<file path="src/rtl/reg_share_arbiter.sv">
// Round-robin arbiter sharing one WIDTH-bit register between NREQ writers.
// One grant per cycle; the granted slice lands in q on the closing edge.
module reg_share_arbiter #(
    parameter int NREQ  = 4,
    parameter int WIDTH = 8,
    parameter int IDW   = $clog2(NREQ)
) (
    input  logic                  clk,
    input  logic                  reset,
    input  logic [NREQ-1:0]       req,
    input  logic [NREQ*WIDTH-1:0] wdata,
    input  logic                  clr,
    output logic [NREQ-1:0]       gnt,
    output logic [WIDTH-1:0]      q,
    output logic [IDW-1:0]        q_owner,
    output logic                  q_valid,
    output logic                  busy
);

    typedef enum logic {
        S_IDLE,
        S_GRANT
    } state_t;

    state_t           r_state;
    state_t           w_state_nxt;
    logic [NREQ-1:0]  r_gnt;
    logic [NREQ-1:0]  w_gnt_nxt;
    logic [IDW-1:0]   r_ptr;
    logic [IDW-1:0]   r_widx;
    logic [IDW-1:0]   w_ptr_inc;
    logic [IDW-1:0]   w_base;
    logic [IDW-1:0]   w_idx;
    logic [IDW-1:0]   w_sel_idx;
    logic [NREQ-1:0]  w_cand;
    logic [NREQ-1:0]  w_wmask;
    logic             w_found;
    logic [WIDTH-1:0] r_q;
    logic [IDW-1:0]   r_owner;
    logic             r_valid;

    assign w_ptr_inc = (r_widx == IDW'(NREQ - 1)) ? '0 : r_widx + 1'b1;
    assign w_wmask   = NREQ'(1) << r_widx;

    // While granting, the current writer is masked and the search
    // restarts just past it, which keeps back-to-back rotation strict.
    always_comb begin
        w_base = r_ptr;
        w_cand = req;
        if (r_state == S_GRANT) begin
            w_base = w_ptr_inc;
            w_cand = req & ~w_wmask;
        end
    end

    always_comb begin
        w_found   = 1'b0;
        w_sel_idx = '0;
        w_idx     = '0;
        for (int i = 0; i < NREQ; i++) begin
            w_idx = IDW'((int'(w_base) + i) % NREQ);
            if (!w_found && w_cand[w_idx]) begin
                w_found   = 1'b1;
                w_sel_idx = w_idx;
            end
        end
    end

    always_comb begin
        w_state_nxt = S_IDLE;
        w_gnt_nxt   = '0;
        if (!clr && w_found) begin
            w_state_nxt = S_GRANT;
            w_gnt_nxt   = NREQ'(1) << w_sel_idx;
        end
    end

    always_ff @(posedge clk or negedge reset) begin
        if (!reset) begin
            r_state <= S_IDLE;
            r_gnt   <= '0;
            r_widx  <= '0;
            r_ptr   <= '0;
            r_q     <= '0;
            r_owner <= '0;
            r_valid <= 1'b0;
        end else begin
            r_state <= w_state_nxt;
            r_gnt   <= w_gnt_nxt;
            if (w_state_nxt == S_GRANT) begin
                r_widx <= w_sel_idx;
            end
            // A clear on a grant cycle discards that write entirely.
            if (clr) begin
                r_q     <= '0;
                r_owner <= '0;
                r_valid <= 1'b0;
            end else if (r_state == S_GRANT) begin
                r_q     <= wdata[r_widx*WIDTH +: WIDTH];
                r_owner <= r_widx;
                r_valid <= 1'b1;
                r_ptr   <= w_ptr_inc;
            end
        end
    end

    assign gnt     = r_gnt;
    assign q       = r_q;
    assign q_owner = r_owner;
    assign q_valid = r_valid;
    assign busy    = (r_state == S_GRANT);

endmodule

</file>
<file path="config.mk">
export PLATFORM = sky130hd
export DESIGN_NAME = reg_share_arbiter
export DESIGN_NICKNAME = d
export VERILOG_FILES = /design/src/rtl/reg_share_arbiter.sv
export SDC_FILE = /design/constraint.sdc
export NUM_CORES = 1
export LEC_CHECK = 0
export ABC_AREA = 1
export BUFFER_PORTS_ARGS = -buffer_cell sky130_fd_sc_hd__buf_4
export CORE_ASPECT_RATIO = 1.4
export CORE_MARGIN = 1
export CORE_UTILIZATION = 44
export DETAILED_ROUTE_END_ITERATION = 10
export GPL_TIMING_DRIVEN = 0
export PLACE_DENSITY = 0.84
export SYNTH_ARGS = -nofsm -noshare
export SYNTH_HDL_FRONTEND = slang
export SYNTH_SLANG_ARGS = --single-unit
</file>
<file path="constraint.sdc">
create_clock -name clk -period 2.27 [get_ports clk]
set_input_delay 0.227 -clock clk [delete_from_list [all_inputs] [get_ports clk]]
set_output_delay 0.227 -clock clk [all_outputs]
set_load 0.1 [all_outputs]
</file>
After elaboration in Yosys (flattened, before gate mapping)
Index checks and enable logic that the tools add are counted.
{"block": "word_totals", "latchBits": 0, "input_bits": 39, "n_memories": 0, "rom_bits": 0, "register_bits": 20, "out_inout_bits": 16, "word_cells": 57, "ram_bits": 0}
{"block": "op_classes", "n_reduce_logical": 9, "bitwise_logic": 2, "n_div": 0, "eq_ne": 1, "shift": 3, "multipliers": 0, "mux": 27, "addsub": 4, "n_lt_le_gt_ge": 4}
{"op": "variable part select 32 x 6 -> 8 bit", "count": 1}
{"op": "2-to-1 mux 2 bit", "count": 8}
{"op": "2-to-1 mux 8 bit", "count": 2}
{"op": "less-than comparator 2 x 3 -> 1 bit, second input constant", "count": 4}
{"op": "2-to-1 mux 1 bit", "count": 11}
{"op": "binary-select mux 1 bit (select 2 bit)", "count": 4}
{"op": "2-to-1 mux 4 bit", "count": 2}
{"op": "left shift 1 x 2 -> 4 bit, first input constant", "count": 2}
{"op": "adder 2 x 1 -> 2 bit, second input constant", "count": 2}
{"op": "adder 2 bit, second input constant", "count": 2}
{"op": "bitwise AND 4 bit", "count": 1}
{"op": "logical AND 1 bit", "count": 4}
{"op": "zero test 1 bit", "count": 4}
{"op": "NOT 4 bit", "count": 1}
{"op": "equality test 2 bit, second input constant", "count": 1}
{"op": "nonzero test 2 bit", "count": 1}

Depth between registers and ports, before layout
Gate-level depths: netlist of the first run.
{"block": "logic_depth", "ltp_word": 18, "depth_mapped": 17, "mapped_depth_nobuf": 16}

Worst setup path after synthesis of the first run
OpenSTA, ideal clock, no wires.
{"block": "synth_path", "path_kind": "register to register", "startpoint": "register r_state (netlist: busy)", "endpoint": "register r_gnt[1] (netlist: gnt[1])", "path_stages_with_launch": 14, "setup_slack_ns": 0.063, "arrival_ns": 2.084, "setup_ns": 0.123, "path_cell_list": "dfrtp_1 > inv_1 > nand2_1 > nand2_4 > nand2_1 > nand2_2 > nand2_1 > nand2_2 > nand2_1 > nand2_1 > nand2_1 > inv_1 > a21oi_1 > nor2_1"}
{"block": "synth_via", "elab_chain_cells": 15}
{"item": "from (decl)", "line": "25", "rtl": "state_t r_state;"}
{"item": "from (signal assigned)", "line": "88", "rtl": "r_state <= w_state_nxt;"}
{"item": "branches (longest 14 deep; another with adder 2 x 1 -> 2 bit)"}
{"item": "2-to-1 mux 4 bit *", "line": "72", "rtl": "if (!clr && w_found) begin"}
{"item": "named net w_gnt_nxt[1]", "line": "28", "rtl": "logic [NREQ-1:0] w_gnt_nxt;"}
{"item": "to (signal assigned)", "line": "89", "rtl": "r_gnt <= w_gnt_nxt;"}
{"item": "to (decl)", "line": "27", "rtl": "logic [NREQ-1:0] r_gnt;"}
Mark *: on every way through the listed nets, which the timed path passes. The select of a mux whose other input is x is not followed.
A chain may end at the register's enable or synchronous reset.

Worst setup path in the final report of the first run
{"block": "layout_path", "startpoint": "register r_widx[1]", "endpoint": "register r_gnt[1] (netlist: gnt[1])"}
{"block": "layout_via", "elab_chain_cells": 18}
{"item": "from (decl)", "line": "30", "rtl": "logic [IDW-1:0] r_widx;"}
{"item": "from (signal assigned)", "line": "91", "rtl": "r_widx <= w_sel_idx;"}
{"item": "branches (longest 17 deep; another with adder 2 x 1 -> 2 bit)"}
{"item": "2-to-1 mux 4 bit *", "line": "72"}
{"item": "named net w_gnt_nxt[1]", "line": "28"}
Marked as above.

==> results.yml, run 1 <==
routing:
  vias: 1556
  wl_mm: 3.69
  dr.pass1.iters: 4
  vias_per_cell: 5.14
  wire_per_inst_um: 12.2
  detail-route-antenna-nets: 0
  initialDrtViolationCount: 52
  drc: 0
power_and_ir_drop:
  p_leak_nw: 1.07
  ir_worst_vdd_v: 0.00103
  power.density_nw_per_um2: 1360
  p_total_mw: 2.65
timing:
  slew_headroom_pct: 65.8
  setup_viol: 0
  fin_crit_sh_pct: 91.8
  rsz0062_at_grt: "no"
  final.setup.tns_ns: 0
  hold_viol_final: 0
  worst_pin_slew_ns: 0.513
  slew_violations: 0
  fmax_mhz: 480
  min_period_ns: 2.08
  skew_ns: 0.00107
final_layout:
  syn2layout_area_growth_pct: 39.3
  design_area_um2: 1950
  instances_no_fill: 303
  drive_gt1_share_pct: 31.2
  final_common_cell: "nand2_1"
  n_antenna_cell: 0
  mostFrequentLayoutCells: "nand2_1, buf_4, nor2_1"
  layout.nets: 310
yosys:
  netlist-cell-type-count: 20
  synth_xor_xnor_area_share_pct: 0
  synth_top_family_by_area: "simple AND/OR/NAND/NOR gates"
  yosysWarnings: 0
  synthMuxAreaShare_pct: 0
  syn_area_per_cell_um2: 6.76
  synth_fa_ha_area_share_pct: 3.57
  synth_compound_area_share_pct: 12.9
  yosysSeqAreaShare_pct: 35.7
  synth_area_um2: 1400
  synthDominantCellAreaShare_pct: 35.7
  synth_top_cell_by_area: "dfrtp_1"
  synth_area_leaders: "dfrtp_1, nand2_1, nor2_1, o21ai_0, nand3_1"
  synth-seq-cells: 20
  yosys.area_share.simple_pct: 41.5
  syn_inst: 207
  synth_fp_nets: 250
placed_design:
  placed_area_um2: 1850
  dp_cells: 298
  place_hpwl_mm: 2.78
  port_buffers: 54
  gp_congestion: 0.836
clock_network:
  clock_path_buffers: 2
  cts_buffers: 3
  cts_tree: "built"
  clkSinkCount: 20
  htreeDepth: 1
  cts-root-buf: "clkbuf_8"
  clkLatencyLatePin_ns: 0.26
  clk_pin_slew_worst_paths_ns: 0.07
floorplan:
  rows: 23
  io_pins: 55
  core_area_um2: 2940
  fp.dieH_um: 68.7
  die_w_um: 49.7
  dieArea_um2: 3410
  initial_core_util_pct: 47.7
worst_setup_path:
  worstPathRequired_ns: 2.42
  crit_type: "flip-flop to flip-flop"
  critPathCaptureType: "flip-flop"
  critPathArrivalTime_ns: 2.23
  startpoint_type: "flip-flop"
  r2r_slack_ns: 0.19
  crit_fanout: 11
status:
  status: "completed"
min_path:
  hold_class: "primary input to flip-flop"
global_routing:
  overflow: 0
  track_usage_pct: 23.3
  antenna_found_initial: 0
  grt_max_degree: 21
  grt_pass1_wl_mm: 6.02
  grt_pass1_vias: 1400
flow_run:
  cap_violations: 0
[path summary, 6_finish.rpt]
kind,depth (start not counted),to,startpoint
max,16,gnt[1],r_widx[1]
min,2,q_valid,clr
max reg2reg,16,gnt[1],r_widx[1]
min reg2reg,2,q_valid,q_valid
max in group asynchronous,2,r_widx[0],reset
min in group asynchronous,2,gnt[1],reset
[layer usage]
layer	wire length, µm	global-route usage (%)
met1	1500	27.1
met2	1960	44.8
met3	175	1.54
met4	49	8.57
met5	0	0
[cell type report]
| cell class | instances | area [µm²] |
|---|---|---|
| Timing Repair Buffer | 56 | 423 |
| Multi-Input combinational cell | 167 | 823 |
| Sequential cell | 20 | 502 |
| Tap cell | 37 | 46.3 |
| Fill cell | 269 | 985 |
| Inverter | 12 | 56.3 |
| Buffer | 7 | 45.0 |
| Clock buffer | 4 | 55.1 |
[power by group]
part / internal (mW) / switching (mW) / leakage, nW
registers: 0.460 / 0.0723 / 0.259
clock network: 0.154 / 0.118 / 0.0288
logic: 0.532 / 1.31 / 0.785
total: 1.15 / 1.50 / 1.07
[repair_timing]
action,4_1_cts,5_1_grt
hold buffers,1,0
endpoints found under the setup margin,7,6
resized for setup,5,4
endpoints found under the hold margin,20,0
setup buffers,1,0
[synthesized netlist by cell type]
| library cell | instances |
|---|---|
| inv_4 | 1 |
| dfrtp_1 | 20 |
| ha_1 | 4 |
| o22ai_1 | 8 |
| nor2_1 | 26 |
| nand4_2 | 1 |
| nand4_1 | 2 |
| clkbuf_1 | 6 |
| inv_1 | 10 |
| buf_6 | 1 |
| nand2_4 | 4 |
| nand2_1 | 75 |
| nand3_1 | 15 |
| clkinv_1 | 1 |
| o21ai_4 | 1 |
| o21ai_0 | 19 |
| o21ai_2 | 1 |
| a21oi_1 | 2 |
| nand2_2 | 9 |
| buf_4 | 1 |
[per-stage QoR]
step                worst slack (ns)  hold WS [ns]  utilization [%]
floorplan                     0.0633       -0.0686                -
CTS                           0.0575         0.129             65.9
global route                  0.0218         0.127             66.5
global placement              -0.418         0.114             63.1
detailed placement            -0.493         0.118             63.1
finish                         0.186         0.129             66.5
[cell families (layout without fill, tap and decap cells)]
kind of cell    count (synthesis)  after routing
compound gates                 31             31
fa+ha+maj                       4              4
buf+inv                        20             79
flops                          20             20
simple gates                  132            132
[worst max-delay path, cell delays in order (launching register included)]
cell	delay, ns
dfrtp_1	0.38
buf_6	0.16
clkinv_4	0.12
ha_4	0.30
inv_1	0.04
nand2_1	0.09
nand2_4	0.08
nand2_1	0.06
nand2_1	0.08
nand2_1	0.08
nand2_2	0.08
nand2_1	0.07
nand2_1	0.06
nand2_1	0.09
inv_1	0.04
a21oi_1	0.17
nor2_1	0.08
[registers in the layout (all words and copies together), names as in the netlist]
signal / cells
busy: 1
q: 8
r_widx: 2
q_valid: 1
r_ptr: 2
q_owner: 2
gnt: 4
No activity file was read; power rests on OpenSTA's default activity.
==> run 2, diff against run 1 <==
--- a/config.mk
+++ b/config.mk
@@ -5,14 +5,14 @@
 export SDC_FILE = /design/constraint.sdc
 export NUM_CORES = 1
 export LEC_CHECK = 0
-export ABC_AREA = 1
 export BUFFER_PORTS_ARGS = -buffer_cell sky130_fd_sc_hd__buf_4
 export CORE_ASPECT_RATIO = 1.4
 export CORE_MARGIN = 1
-export CORE_UTILIZATION = 44
+export CORE_UTILIZATION = 41
+export CTS_CLUSTER_SIZE = 16
 export DETAILED_ROUTE_END_ITERATION = 10
 export GPL_TIMING_DRIVEN = 0
-export PLACE_DENSITY = 0.84
+export PLACE_DENSITY = 0.83
 export SYNTH_ARGS = -nofsm -noshare
 export SYNTH_HDL_FRONTEND = slang
 export SYNTH_SLANG_ARGS = --single-unit
==> run 2 against run 1 <==
Compared with the run above:
- synthesized area down 17%
- maximum frequency down 1.1%
- critical path depth down 8
- register-to-register slack worse by 0.02 ns
==> results.yml, run 2 <==
timing:
  hold_viol_final: 0
  hold_slack_ns: 0.116
  final.setup.tns_ns: 0
  fin_crit_sh_pct: 92.8
  rsz0062_at_grt: "no"
  timing.final.ws_setup_ns: 0.163
  min_period_ns: 2.11
  skew_ns: 0.00388
  slew_violations: 0
  worst_pin_slew_ns: 0.397
  slew_headroom_pct: 73.6
  fmax_mhz: 475
  setup_viol: 0
yosys:
  synth-seq-cells: 20
  synth_top_cell_by_area: "dfrtp_1"
  synth_area_leaders: "dfrtp_1, mux4_2, mux2i_1, ha_1, nor2_1"
  syn_inst: 95
  syn_area_per_cell_um2: 12.2
  yosysMostFrequentCell: "dfrtp_1"
  synthDominantCellAreaShare_pct: 43.0
  synth_area_um2: 1160
  ys.flop_type: "dfrtp_1"
  synth_fp_nets: 138
  synth_common_cells: "dfrtp_1, nor2_1, mux2i_1, mux4_2, nand2_1"
  yosysSeqAreaShare_pct: 43.0
  synth-edff-count: 0
  yosysWarnings: 0
  synth_async_sr_flop_share_pct: 100
  netlist-cell-type-count: 27
worst_setup_path:
  crit_chain: "buf_4, inv_1, ha_1, mux2_2, a21oi_2, o21ai_1, a21oi_2, and3b_1"
  crit_fanout: 10
  critPathCaptureType: "flip-flop"
  worstPathRequired_ns: 2.47
  crit_type: "flip-flop to flip-flop"
  max_stage_delay_ns: 0.42
  crit_family: "compound AO/OA/AOI/OAI gates"
  path_buf_inv: 2
  slowest_stage: "dfrtp_1"
  startpoint_type: "flip-flop"
  crit_top_cell: "a21oi_2"
  critPathArrivalTime_ns: 2.31
clock_network:
  clk_pin_slew_worst_paths_ns: 0.11
  htreeDepth: 1
  cts_buffers: 3
  cts_tree: "built"
  clkLatencyLatePin_ns: 0.30
  clock_path_buffers: 2
  clkSinkCount: 20
  cts-root-buf: "clkbuf_4"
floorplan:
  io_pins: 55
  fp.dieH_um: 65.0
  core_area_um2: 2670
  rows: 22
  dieArea_um2: 3060
  die_w_um: 47.0
  initial_core_util_pct: 43.6
min_path:
  hold_class: "primary input to flip-flop"
placed_design:
  place_hpwl_mm: 2.31
  gp_congestion: 0.810
  dp_cells: 185
  pre_cts_slack_ns: -0.139
  placed_area_um2: 1610
  port_buffers: 54
global_routing:
  grt_max_degree: 21
  met2_usage_pct: 39.1
  overflow: 0
  grt_pass1_vias: 1086
  grt_pass1_wl_mm: 4.66
  gr-usage-met1_pct: 22.4
  antenna_found_initial: 0
  track_usage_pct: 21.7
  grt_util_met3_pct: 4.18
  gr-max-usage-layer: "met2"
final_layout:
  drive_gt1_share_pct: 52.9
  fin_util_pct: 63.4
  layout.nets: 199
  final_common_cell: "buf_4"
  n_antenna_cell: 0
  instances_no_fill: 191
  design_area_um2: 1690
  nFillCells: 219
  largest_reg_flops: 8
  syn2layout_area_growth_pct: 45.5
  mostFrequentLayoutCells: "buf_4, dfrtp_1, nor2_1"
power_and_ir_drop:
  ir_worst_vdd_v: 0.000803
  power.density_nw_per_um2: 1280
  p_leak_nw: 0.862
  p_total_mw: 2.17
routing:
  vias_per_cell: 5.33
  detail-route-antenna-nets: 0
  wl_mm: 2.81
  initialDrtViolationCount: 19
  wire_per_inst_um: 14.7
  vias: 1018
  dr.pass1.iters: 4
  drc: 0
status:
  status: "completed"
flow_run:
  cap_violations: 0
## run 2: changes by cell type after synthesis, moves of 3 or more
cell      previous run  this run
mux4_2               0         8
nand2_4              4         0
o22ai_1              8         0
nor2_1              26        13
nand3_1             15         1
nand2_2              9         0
nand2b_1             0         3
clkbuf_1             6         2
inv_1               10         3
mux2i_1              0        10
o21ai_0             19         1
mux2_2               0         4
nand2_1             75         6
## run 2: cells by family (layout without fill, tap and decap cells)
| kind of cell | after synthesis | in the layout | synth area share [%] |
|---|---|---|---|
| adders and majority gates | 4 | 4 | 4.30 |
| DFF | 20 | 20 | 43.0 |
| and+or+nand+nor | 28 | 28 | 11.6 |
| AOI/OAI and AO/OA | 13 | 13 | 9.79 |
| buffers and inverters | 8 | 68 | 3.33 |
| muxes | 22 | 22 | 28.0 |
## run 2: worst paths after layout
check,startpoint,slack [ns],depth (start not counted),to
worst max-delay path,r_widx[1],0.16,8,gnt[1]
worst min-delay path,clr,0.12,2,q_valid
worst max register to register,r_widx[1],0.16,8,gnt[1]
worst min register to register,q_valid,0.52,2,q_valid
max in group asynchronous,reset,1.73,2,r_widx[0]
min in group asynchronous,reset,0.32,2,q[4]
## run 2: where the power goes
part           leakage (nW)  switching (mW)  total [mW]  internal, mW
Clock                0.0279           0.109       0.287         0.179
Combinational         0.576           0.875        1.36         0.489
Sequential            0.258          0.0639       0.522         0.458
## run 2: layer usage
metal  share of wire (%)  vias up  routed length [µm]
li1                    -      464                   -
met1                  36      503                1010
met2                  56       39                1580
met3                 3.6       12                 102
met4                 3.9        0                 110
met5                   0        -                   0
## run 2: area by class of cell
class / instances / area (µm²) / share of cell area [%]
Inverter: 3 / 11.3 / 0.665
Clock buffer: 3 / 22.5 / 1.33
Timing Repair Buffer: 56 / 423 / 25.0
Multi-Input combinational cell: 67 / 624 / 36.9
Clock inverter: 1 / 30.0 / 1.77
Tap cell: 36 / 45.0 / 2.66
Buffer: 5 / 35.0 / 2.07
Sequential cell: 20 / 502 / 29.6
## run 2: timing repair
action / CTS / global route
endpoints found under the hold margin: 20 / 0
pin swaps: 0 / 1
setup endpoints to repair: 6 / 6
gates cloned: 0 / 0
buffers inserted: 0 / 1
resized for setup: 2 / 4
hold buffers: 1 / 0
==> run 3, diff against run 2 <==
==> config.mk (replaced) <==
export PLATFORM = sky130hd
export DESIGN_NAME = reg_share_arbiter
export DESIGN_NICKNAME = d
export VERILOG_FILES = /design/src/rtl/reg_share_arbiter.sv
export SDC_FILE = /design/constraint.sdc
export NUM_CORES = 1
export LEC_CHECK = 0
export CORE_ASPECT_RATIO = 1.4
export CORE_MARGIN = 1
export CORE_UTILIZATION = 51
export CTS_CLUSTER_SIZE = 16
export DETAILED_ROUTE_END_ITERATION = 10
export DONT_BUFFER_PORTS = 1
export GPL_TIMING_DRIVEN = 0
export PLACE_DENSITY = 0.77
export SYNTH_ARGS = -nofsm -noshare
export SYNTH_HDL_FRONTEND = slang
export SYNTH_SLANG_ARGS = --single-unit
==> run 3 against run 2 <==
Compared with the run above:
- routed wire length is 23% lower
- via count is 23% lower
- clock-buffer cell count is 1 higher
==> results.yml, run 3 (same netlist as run 2, synthesis figures left out) <==
status:
  status: "completed"
routing:
  detail-route-antenna-nets: 0
  drc: 0
  initialDrtViolationCount: 9
  dr.pass1.iters: 3
  wl_mm: 2.15
  vias: 781
  wire_per_inst_um: 17.4
  vias_per_cell: 6.30
power_and_ir_drop:
  power.density_nw_per_um2: 1510
  pwr-share-seq_pct: 53.7
  power.internal_uw: 909
  p_total_mw: 1.91
  power.share.switching_pct: 52.4
  pwr-share-clk_pct: 10.6
  p_leak_nw: 0.592
  ir_worst_vdd_v: 0.000636
  combPwrFrac_pct: 35.7
  p_switching_mw: 1.00
worst_setup_path:
  crit_type: "flip-flop to flip-flop"
  r2r_cells: 8
  crit_chain: "buf_4, inv_1, ha_1, mux2_2, a21oi_2, o21ai_1, a21oi_2, and3b_1"
  worstPathRequired_ns: 2.47
  reg2reg_from: "r_widx[1]"
  startpoint_type: "flip-flop"
  r2r-end: "gnt[1]"
  critPathArrivalTime_ns: 2.29
  crit_fanout: 10
  path_buf_inv: 2
  max_stage_delay_ns: 0.43
  critPathCaptureType: "flip-flop"
  crit_top_cell: "a21oi_2"
  r2r_slack_ns: 0.18
  crit_family: "compound AO/OA/AOI/OAI gates"
  slowest_stage: "dfrtp_1"
floorplan:
  core_area_um2: 2150
  rows: 20
  dieArea_um2: 2480
  die_w_um: 42.4
  io_pins: 55
  initial_core_util_pct: 54.1
  fp.dieH_um: 58.5
clock_network:
  clk_pin_slew_worst_paths_ns: 0.11
  htreeDepth: 1
  clock_path_buffers: 2
  clkSinkCount: 20
  cts_buffers: 3
  clkLatencyLatePin_ns: 0.30
  cts-root-buf: "clkbuf_4"
  cts_tree: "built"
timing:
  setup_viol: 0
  fmax_mhz: 477
  worst_pin_slew_ns: 0.903
  skew_ns: 0.000973
  fin_crit_sh_pct: 92.3
  slew_violations: 0
  hold_viol_final: 0
  rsz0062_at_grt: "no"
  min_period_ns: 2.09
  slew_headroom_pct: 39.8
global_routing:
  grt_pass1_wl_mm: 3.57
  overflow: 0
  met2_usage_pct: 34.3
  grt_util_met3_pct: 3.07
  track_usage_pct: 18.9
  gr-max-usage-layer: "met2"
  grt_max_degree: 21
  gr-usage-met1_pct: 21.1
  grt_pass1_vias: 814
  antenna_found_initial: 0
final_layout:
  final_common_cell: "dfrtp_1"
  largest_reg_flops: 8
  drive_gt1_share_pct: 28.4
  instances_no_fill: 124
  seqCellArea_um2: 503
  multi_input_area_um2: 624
  fin_util_pct: 58.8
  mostFrequentLayoutCells: "dfrtp_1, nor2_1, mux2i_1"
  layout.nets: 146
  n_antenna_cell: 0
  syn2layout_area_growth_pct: 8.71
  nFillCells: 178
placed_design:
  place_hpwl_mm: 1.65
  port_buffers: 0
  gp_congestion: 0.746
  dp_cells: 117
min_path:
  hold_class: "primary input to flip-flop"
  holdPathEnd: "r_ptr[0]"
  hold_path_depth: 2
  hp-start: "clr"
flow_run:
  cap_violations: 0
## run 3: final cells by class
type / count / area share, %
plain buffers: 5 / 2.77
repair buffers: 3 / 2.18
flip-flops and latches: 20 / 39.8
clock buffers: 4 / 2.87
well taps: 22 / 2.18
inverters: 3 / 0.890
multi-input cells: 67 / 49.4
## run 3: layer usage
layer | up-vias | part of all wire [%]
met4 | 0 | 1.6
li1 | 356 | -
met5 | - | 0
met2 | 34 | 56
met1 | 387 | 37
met3 | 4 | 6.1
## run 3: how the worst max path moves through the flow
stage | from | end | slack (ns) | cells past startpoint
4_1_cts | r_widx[0] | gnt[1] | 0.02 | 8
3_5_place_dp | r_widx[1] | gnt[1] | -0.12 | 8
2_1_floorplan | busy | r_widx[0] | 0.15 | 6
3_3_place_gp | r_widx[1] | r_widx[0] | -0.06 | 7
5_1_grt | r_widx[1] | gnt[2] | 0.01 | 8
6_report | r_widx[1] | gnt[1] | 0.18 | 8
## run 3: power by group through the flow
stage	logic, mW	registers, mW	clock network, mW
detailed placement	0.637	1.04	0
floorplan	0.544	1.02	0
global route	0.770	1.04	0.219
CTS	0.653	1.03	0.207
global placement	0.615	1.04	0
finish	0.682	1.03	0.203
## run 3: what timing repair did
action / 4_1_cts / 5_1_grt
hold buffers: 2 / 0
setup buffers: 0 / 1
gates resized for setup: 2 / 5
endpoints found under the setup margin: 6 / 6
endpoints found under the hold margin: 22 / 0
## run 3: worst reg2reg max path, cell delays in order, from the launching register on
cell and delay (ns):
dfrtp_1 0.43, buf_4 0.21, inv_1 0.09, ha_1 0.29
mux2_2 0.32, a21oi_2 0.15, o21ai_1 0.09, a21oi_2 0.23
and3b_1 0.20
## run 3: stage by stage
step	area [µm²]	setup slack, ns	hold slack [ns]	setup TNS [ns]
after floorplan	1160	0.148	-0.0686	0
after global placement	1190	-0.0616	-0.0682	-0.138
after detailed placement	1190	-0.123	-0.0681	-0.479
after CTS	1250	0.0241	0.186	0
after global routing	1260	0.0140	0.217	0
final	1260	0.175	0.182	0
